===== src/rtl/booth_multiplier_seq_if.sv =====
// Start/done handshake and operand/product bus for booth_multiplier_seq.
// Optional macro BOOTH_MULT_OVF_EN adds the registered ovf flag.
interface booth_multiplier_seq_if #(
  parameter int unsigned WIDTH = 8
);
  logic                 start;
  logic [WIDTH-1:0]     a;
  logic [WIDTH-1:0]     b;
  logic                 busy;
  logic                 done;
  logic [2*WIDTH-1:0]   p;
`ifdef BOOTH_MULT_OVF_EN
  logic                 ovf;

  modport master (output start, a, b, input busy, done, p, ovf);
  modport slave  (input start, a, b, output busy, done, p, ovf);
`else
  modport master (output start, a, b, input busy, done, p);
  modport slave  (input start, a, b, output busy, done, p);
`endif
endinterface


===== src/rtl/booth_multiplier_seq.sv =====
// Sequential radix-2 Booth signed multiplier, one recoding step per clock,
// full 2*WIDTH-bit product. Optional macro BOOTH_MULT_OVF_EN adds ovf,
// flagging products that do not fit in WIDTH signed bits.
module booth_multiplier_seq #(
  parameter int unsigned WIDTH = 8
) (
  input  logic                  clk,
  input  logic                  rst,
  booth_multiplier_seq_if.slave bus
);

  localparam int unsigned AW = WIDTH + 1;            // accumulator holds -M for M = min
  localparam int unsigned PW = 2 * WIDTH;
  localparam int unsigned CW = $clog2(WIDTH + 1);

  typedef enum logic [1:0] {
    IDLE = 2'd0,
    BUSY = 2'd1,
    DONE = 2'd2
  } state_e;

  state_e            state_q, state_d;
  logic [AW-1:0]     m_q, m_d;
  logic [AW-1:0]     acc_q, acc_d;
  logic [WIDTH-1:0]  q_q, q_d;
  logic              qm1_q, qm1_d;
  logic [CW-1:0]     cnt_q, cnt_d;
  logic              busy_q, busy_d;
  logic              done_q, done_d;
  logic [PW-1:0]     p_q, p_d;
`ifdef BOOTH_MULT_OVF_EN
  logic              ovf_q, ovf_d;
  logic [WIDTH:0]    top_bits;
`endif

  logic [AW-1:0]     sum;
  logic [AW-1:0]     acc_sh;
  logic [WIDTH-1:0]  q_sh;
  logic [PW-1:0]     prod;

  // One Booth step: add/subtract M by {Q0,q_m1}, then arithmetic shift right.
  always_comb begin
    sum = acc_q;
    unique case ({q_q[0], qm1_q})
      2'b01:   sum = acc_q + m_q;
      2'b10:   sum = acc_q - m_q;
      default: sum = acc_q;
    endcase
    acc_sh = {sum[AW-1], sum[AW-1:1]};
    q_sh   = {sum[0], q_q[WIDTH-1:1]};
    prod   = {acc_sh[WIDTH-1:0], q_sh};
  end

`ifdef BOOTH_MULT_OVF_EN
  // Product fits in WIDTH signed bits only if its upper WIDTH+1 bits agree.
  assign top_bits = prod[PW-1:WIDTH-1];
`endif

  // Next-state and datapath control.
  always_comb begin
    state_d = state_q;
    m_d     = m_q;
    acc_d   = acc_q;
    q_d     = q_q;
    qm1_d   = qm1_q;
    cnt_d   = cnt_q;
    busy_d  = busy_q;
    done_d  = 1'b0;
    p_d     = p_q;
`ifdef BOOTH_MULT_OVF_EN
    ovf_d   = ovf_q;
`endif
    unique case (state_q)
      IDLE: begin
        if (bus.start) begin
          m_d     = {bus.a[WIDTH-1], bus.a};
          acc_d   = '0;
          q_d     = bus.b;
          qm1_d   = 1'b0;
          cnt_d   = CW'(WIDTH);
          busy_d  = 1'b1;
          state_d = BUSY;
        end
      end
      BUSY: begin
        acc_d = acc_sh;
        q_d   = q_sh;
        qm1_d = q_q[0];
        cnt_d = cnt_q - CW'(1);
        if (cnt_q == CW'(1)) begin
          p_d     = prod;
          done_d  = 1'b1;
          busy_d  = 1'b0;
          state_d = DONE;
`ifdef BOOTH_MULT_OVF_EN
          ovf_d   = ~((&top_bits) | ~(|top_bits));
`endif
        end
      end
      DONE: begin
        state_d = IDLE;
      end
      default: begin
        state_d = IDLE;
        busy_d  = 1'b0;
      end
    endcase
  end

  // State and datapath registers; reset aborts any operation in flight.
  always_ff @(posedge clk) begin
    if (rst) begin
      state_q <= IDLE;
      m_q     <= '0;
      acc_q   <= '0;
      q_q     <= '0;
      qm1_q   <= 1'b0;
      cnt_q   <= '0;
      busy_q  <= 1'b0;
      done_q  <= 1'b0;
      p_q     <= '0;
`ifdef BOOTH_MULT_OVF_EN
      ovf_q   <= 1'b0;
`endif
    end else begin
      state_q <= state_d;
      m_q     <= m_d;
      acc_q   <= acc_d;
      q_q     <= q_d;
      qm1_q   <= qm1_d;
      cnt_q   <= cnt_d;
      busy_q  <= busy_d;
      done_q  <= done_d;
      p_q     <= p_d;
`ifdef BOOTH_MULT_OVF_EN
      ovf_q   <= ovf_d;
`endif
    end
  end

  assign bus.busy = busy_q;
  assign bus.done = done_q;
  assign bus.p    = p_q;
`ifdef BOOTH_MULT_OVF_EN
  assign bus.ovf  = ovf_q;
`endif

endmodule


===== src/flat_wrapper.sv =====
// flat-port wrapper written by rule: the top's interface ports become plain ports
module booth_multiplier_seq_flat 
#(
  parameter int unsigned WIDTH = 8
)
  (clk, rst, bus_start, bus_a, bus_b, bus_busy, bus_done, bus_p);
  booth_multiplier_seq_if #(.WIDTH(WIDTH)) bus_i ();
  input  logic clk;
  input  logic rst;
  input wire logic [$bits(bus_i.start)-1:0] bus_start;
  input wire logic [$bits(bus_i.a)-1:0] bus_a;
  input wire logic [$bits(bus_i.b)-1:0] bus_b;
  output wire logic [$bits(bus_i.busy)-1:0] bus_busy;
  output wire logic [$bits(bus_i.done)-1:0] bus_done;
  output wire logic [$bits(bus_i.p)-1:0] bus_p;
  assign bus_i.start = bus_start;
  assign bus_i.a = bus_a;
  assign bus_i.b = bus_b;
  assign bus_busy = bus_i.busy;
  assign bus_done = bus_i.done;
  assign bus_p = bus_i.p;
  booth_multiplier_seq #(.WIDTH(WIDTH)) u_core (.clk(clk), .rst(rst), .bus(bus_i));
endmodule

===== config.mk =====
export PLATFORM = sky130hd
export DESIGN_NAME = booth_multiplier_seq_flat
export DESIGN_NICKNAME = d
export VERILOG_FILES = /design/src/rtl/booth_multiplier_seq_if.sv /design/src/rtl/booth_multiplier_seq.sv /design/src/flat_wrapper.sv
export SDC_FILE = /design/constraint.sdc
export NUM_CORES = 1
export LEC_CHECK = 0
export BUFFER_PORTS_ARGS = -buffer_cell sky130_fd_sc_hd__clkbuf_2
export CORE_MARGIN = 2
export CORE_UTILIZATION = 56
export DETAILED_ROUTE_END_ITERATION = 12
export PLACE_DENSITY = 0.79
export SETUP_SLACK_MARGIN = 0.5
export SYNTH_ARGS = -nofsm -noshare
export SYNTH_HDL_FRONTEND = slang
export SYNTH_SLANG_ARGS = --single-unit

===== constraint.sdc =====
create_clock -name clk -period 2.86 [get_ports clk]
set_input_delay 0.143 -clock clk [delete_from_list [all_inputs] [get_ports clk]]
set_output_delay 0.143 -clock clk [all_outputs]
set_load 0.02 [all_outputs]

# Word level (Yosys, flattened, before mapping)
# Cells that the tools add are included.
[classes]
mux = 16
n_reduce_logical = 8
n_eq_ne = 7
bitwise = 2
add_sub_neg = 3
[ops]
columns = ["cell", "n"]
rows = [
  ["one-hot mux 9 bit (2 select lines)", 2],
  ["one-hot mux 8 bit (2 select lines)", 1],
  ["adder 9 bit", 1],
  ["2-to-1 mux 9 bit", 1],
  ["subtractor 9 bit", 1],
  ["2-to-1 mux 8 bit", 1],
  ["one-hot mux 4 bit (2 select lines)", 1],
  ["AND reduction 2 bit", 4],
  ["equality test 2 x 1 -> 1 bit (second input constant)", 2],
  ["equality test 2 bit (second input constant)", 2],
  ["equality test 4 x 1 -> 1 bit (second input constant)", 1],
  ["2-to-1 mux 1 bit", 4],
  ["2-to-1 mux 2 bit", 2],
  ["2-to-1 mux 4 bit", 1],
  ["one-hot mux 2 bit (2 select lines)", 1],
  ["subtractor 4 x 1 -> 4 bit (second input constant)", 1],
  ["one-hot mux 1 bit (3 select lines)", 1],
  ["AND reduction 3 bit", 1],
  ["zero test 2 bit", 1],
  ["inequality test 2 x 1 -> 1 bit (second input constant)", 1],
  ["inequality test 2 bit (second input constant)", 1],
  ["NOT 1 bit", 2],
  ["one-hot mux 1 bit (2 select lines)", 1],
  ["nonzero test 2 bit", 1],
  ["OR reduction 2 bit", 1],
]
[word_totals]
ff_bits = 50
word_cells = 45
output_inout_bits = 18

# Depth between registers and ports, before layout
[depth]
word_depth = 3
mapped_depth = 12

# Least setup slack after synthesis
# Ideal clock, no wire load.
[synth_path]
path_kind = "reg-to-reg"
startpoint = "register u_core.q_q[0]"
endpoint = "register u_core.p_q[15], in the netlist u_core.bus.p[15]"
path_slack_ns = 0.327
setup_ns = 0.135
arrival_ns = 2.397
synth_period_minus_slack_ns = 2.533
path_stages_with_launch = 11
required_ns = 2.725
path_buffers = 1
cell_sequence = "dfxtp_1 > ha_1 > clkbuf_1 > mux2_2 > fa_1 > nor2b_4 > o31a_1 > o22ai_1 > mux2i_1 > xor2_1 > a211oi_2"
[synth_between]
elab_chain_len = 2
[synth_lines]
columns = ["element", "line", "rtl"]
rows = [
  ["start: declaration", "booth_multiplier_seq.sv:25", "logic [WIDTH-1:0] q_q, q_d;"],
  ["start signal: assignment", "booth_multiplier_seq.sv:129", "q_q <= q_d;"],
  ["equality test 2 bit / equality test 2 x 1 -> 1 bit (equally long branches)", "booth_multiplier_seq.sv:44", "unique case ({q_q[0], qm1_q})"],
  ["one-hot mux 9 bit (2 select lines) *", "booth_multiplier_seq.sv:44", ""],
  ["end signal: assignment", "booth_multiplier_seq.sv:134", "p_q <= p_d;"],
  ["end: declaration", "booth_multiplier_seq.sv:30", "logic [PW-1:0] p_q, p_d;"],
]
# Mark *: on every way between the ends. The rest lies on a longest branch, timed or not.
# A chain may end at the register's enable or synchronous reset.

# Worst setup path after layout
[layout_path]
startpoint = "register u_core.m_q[3]"
endpoint = "register u_core.p_q[15], in the netlist u_core.bus.p[15]"
[layout_between]
elab_chain_len = 2
[layout_lines]
columns = ["element", "line", "rtl"]
rows = [
  ["start: declaration", "booth_multiplier_seq.sv:23", "logic [AW-1:0] m_q, m_d;"],
  ["start signal: assignment", "booth_multiplier_seq.sv:127", "m_q <= m_d;"],
  ["subtractor 9 bit / adder 9 bit (equally long branches)", "booth_multiplier_seq.sv:46, booth_multiplier_seq.sv:45", ""],
  ["one-hot mux 9 bit (2 select lines) *", "booth_multiplier_seq.sv:44", ""],
]
# Marks and branches as above.

==> summary.md <==
| Metric | Value |
|---|---|
| Wire length of the first global-routing pass | between 9000 and 10000 um |
| Largest net degree at the start of global routing | 28 |
| Kind of critical path | flop to flop |
| CP delay by family, top | simple AND/OR/NAND/NOR gates |
| Synthesized area per cell | 7.84 um^2 |
| Crit-path slowest cell | or4_1 |
| Reg2reg start | u_core.m_q[3]$_SDFFE_PP0P_ |
| Clk Tree Root Cell | clkbuf_8 |
| Required time worst endpoint | 3040 ps |
| Worst Hold Class | input pin to flop |
| Worst setup SP type | flop |
| Layout cell share with drive strength beyond 1 | 25.9% |
| Die ar. | about 5000 um^2 |
| Status | finished clean |
| Fill cell count | 331 |
| Leading cell types in the layout, fill and taps excluded | nor2_1, nand2_1, dfxtp_1, clkbuf_2, a21oi_1 |
| Post-synth EDFFs | 0 |
| R2R Setup Slk | 350 ps |
| Clk sink count | 49 |
| Synth Register Bits | 49 |
| Final setup margin | 347 ps |
| Setup TNS | 0 ps |
| Vias in the first global route | 2073 |
| Crit-path max FO | 5 |
| Synth unique cells | 39 |
| Initial antenna violation count | 0 |
| Clk_lat worst skew | 300 ps |
| CORE AREA | 4090 um^2 |
| Drt wl/cell | around 14 um |
| Starting density of the core | 59.6% |
| RSZ-0062 raised after global routing | yes |
| Clock-pin slew of the registers on the worst-case setup and hold paths | 90 ps |
| Clk_skew | between 5 and 6 ps |
| Sequence of cells on the critical path | nor4_4 > a21oi_2 > xnor2_1 > ha_2 > or4_1 > o22ai_2 > mux2i_2 > xor2_1 > a211oi_2 |
| Leading cell type in the layout, fill and taps excluded | nor2_1 |
| Max Cap Viol | 0 |
| DIE HEIGHT | 70.0 um |
| First DRT Iteration DRCs | between 90 and 100 |
| Clock buffer count from CTS | 5 |
| Max incr delay on CP | about 480 ps |
| Fmax | 398 MHz |
| Buf/Inv on CP | 0 |
| TritonRoute pass-1 iters | 4 |
| Min-Delay Path Depth | 3 |
| Cell Area, Synth | 2440 um^2 |
| I/O pins | 37 |
| Min-delay src | bus_a[3] |
| Leakage | 1.23 nW |
| Vias | 2224 |
| Cells after Synth | 311 |
| Layout area overhead | 22.5% |
| Slew @ Worst Pin | 791 ps |
| Tcrit/Tclk final | roughly 88% |
| Vias per inst | 5.49 |
| Max rail drop VDD | 0.487 mV |
| Critical Path AT | roughly 2700 ps |
| Total GRT Usage | 23.7% |
| Crit path time final | 2510 ps |
| Die width | about 70 um |
| Hold Violations, Final | 0 |
| Drt drc | 0 |
| Synth warn | 0 |
| Post-synthesis sequential area ratio | 40.2% |
| GPL Wtd Cong | 0.900 |
| ANT cells | 0 |
| Rows | 23 |
| Detail Route Antenna Nets | 0 |
| RR Endpoint | u_core.bus.p[15]$_SDFFE_PP0P_ |
| Slew Limit Fails | 0 |
| Syn nets | 343 |
| Final Power | 1.83 mW |
| Hold Crit Endpoint | u_core.m_q[3]$_SDFFE_PP0P_ |
| Final core utilization | between 70% and 80% |
| Relative slew slack | between 40% and 50% |
| Power per cell area | ~610 nW/um^2 |
| CTS tree | built |
| Gr ovfl total | 0 |
| Dpl ws | 287 ps |
| Max Buffers Root-to-Sink | 2 |
| Async set-reset flop share out of synthesis | 0% |
| FF-to-FF path depth | 9 |
| Ys flop type | dfxtp_1 |
| Worst Setup End Kind | flop |
| H-Tree Depth | 2 |
| Setup violation total in the final timing report | 0 |
| Hold Buf Count CTS | 0 |
| Net count, final | slightly below 400 |
| HPWL Detailed | 3780 um |
| WL final | about 5600 um |
| PortBufs | 36 |
[how the worst max path moves through the flow]
stage | start | to | slack [ps] | depth (start not counted)
floorplan | u_core.m_q[2]$_SDFFE_PP0P_ | u_core.bus.p[15]$_SDFFE_PP0P_ | 430 | 9
global placement | u_core.m_q[2]$_SDFFE_PP0P_ | u_core.bus.p[15]$_SDFFE_PP0P_ | 330 | 9
detailed placement | u_core.m_q[0]$_SDFFE_PP0P_ | u_core.bus.p[14]$_SDFFE_PP0P_ | 290 | 11
CTS | u_core.m_q[1]$_SDFFE_PP0P_ | u_core.bus.p[13]$_SDFFE_PP0P_ | 400 | 11
global route | u_core.m_q[5]$_SDFFE_PP0P_ | u_core.bus.p[15]$_SDFFE_PP0P_ | 200 | 9
finish | u_core.m_q[3]$_SDFFE_PP0P_ | u_core.bus.p[15]$_SDFFE_PP0P_ | 350 | 9
[area by class of cell]
cell class / count / area [um^2] / area share (%)
Clock buffer: 6 / 82.6 / 2.77
Clock inverter: 2 / 37.5 / 1.26
Inverter: 9 / 33.8 / 1.13
Multi-Input combinational cell: 238 / 1480 / 49.5
Sequential cell: 49 / 995 / 33.3
Tap cell: 50 / 62.6 / 2.10
Timing Repair Buffer: 51 / 297 / 9.93
[state kept, by name, summed over array words and instances (netlist names), 2 cells and up]
register	count
u_core.m_q	8
u_core.state_q	2
u_core.acc_q	8
u_core.q_q	8
u_core.cnt_q	4
u_core.bus.p	16
[worst min-delay path: stages]
cell and delay (ps):
clkbuf_2 80, nand2_1 50, a21oi_1 50
[stage by stage]
step / cells / cell area [um^2] / hold WS [ps]
6_report: 405 / 2990 / 56.9
5_1_grt: 405 / 2990 / 60.4
4_1_cts: 403 / 2940 / 52.1
3_5_place_dp: 385 / 2680 / 373
3_3_place_gp: 385 / 2680 / 366
2_1_floorplan: 311 / 2490 / 271
[repair_timing]
| item | CTS | global route |
|---|---|---|
| setup endpoints to repair | 8 | 10 |
| resized for setup | 17 | 8 |
| pin swaps | 18 | 14 |
| buffers inserted | 10 | 2 |
[cell families (layout without fill, tap and decap cells)]
family / Yosys count / in the layout / share of synthesized area [%]
mux: 5 / 5 / 2.10
compound gates: 67 / 67 / 17.1
xor+xnor: 11 / 11 / 3.95
fa+ha+maj: 13 / 13 / 6.98
simple gates: 142 / 142 / 25.7
buf+inv: 24 / 68 / 3.85
flops: 49 / 49 / 40.2
[synthesized netlist by cell type, drive strengths merged (3+ instances only)]
cell	count	area share, %
o211ai	4	1.2
buf	3	0.62
a22oi	4	1.2
nor4	9	2.6
nor2b	5	1.6
nor2	59	9.1
mux2i	4	1.6
dfxtp	49	40
o21a	6	1.8
a21oi	29	6.0
a211oi	5	1.7
nor3	12	2.5
clkbuf	12	1.8
xor2	4	1.4
nand2	48	7.4
o21ai	8	1.6
inv	9	1.4
ha	12	6.2
xnor2	7	2.5
[where the power goes]
part	internal, mW	switching, mW	leakage, nW
registers	0.724	0.0406	0.403
logic	0.261	0.287	0.771
clock network	0.284	0.229	0.0574
total	1.27	0.557	1.23
[metal layers]
metal  GRT usage [%]  vias up  part of all wire, %
met5               0        -                    0
met4            6.20        0                 0.97
met3            4.18        5                  3.4
met2            40.1       42                   50
met1            31.1     1026                   46
li1                -     1151                    -
Power figures use the tool's default switching activity.
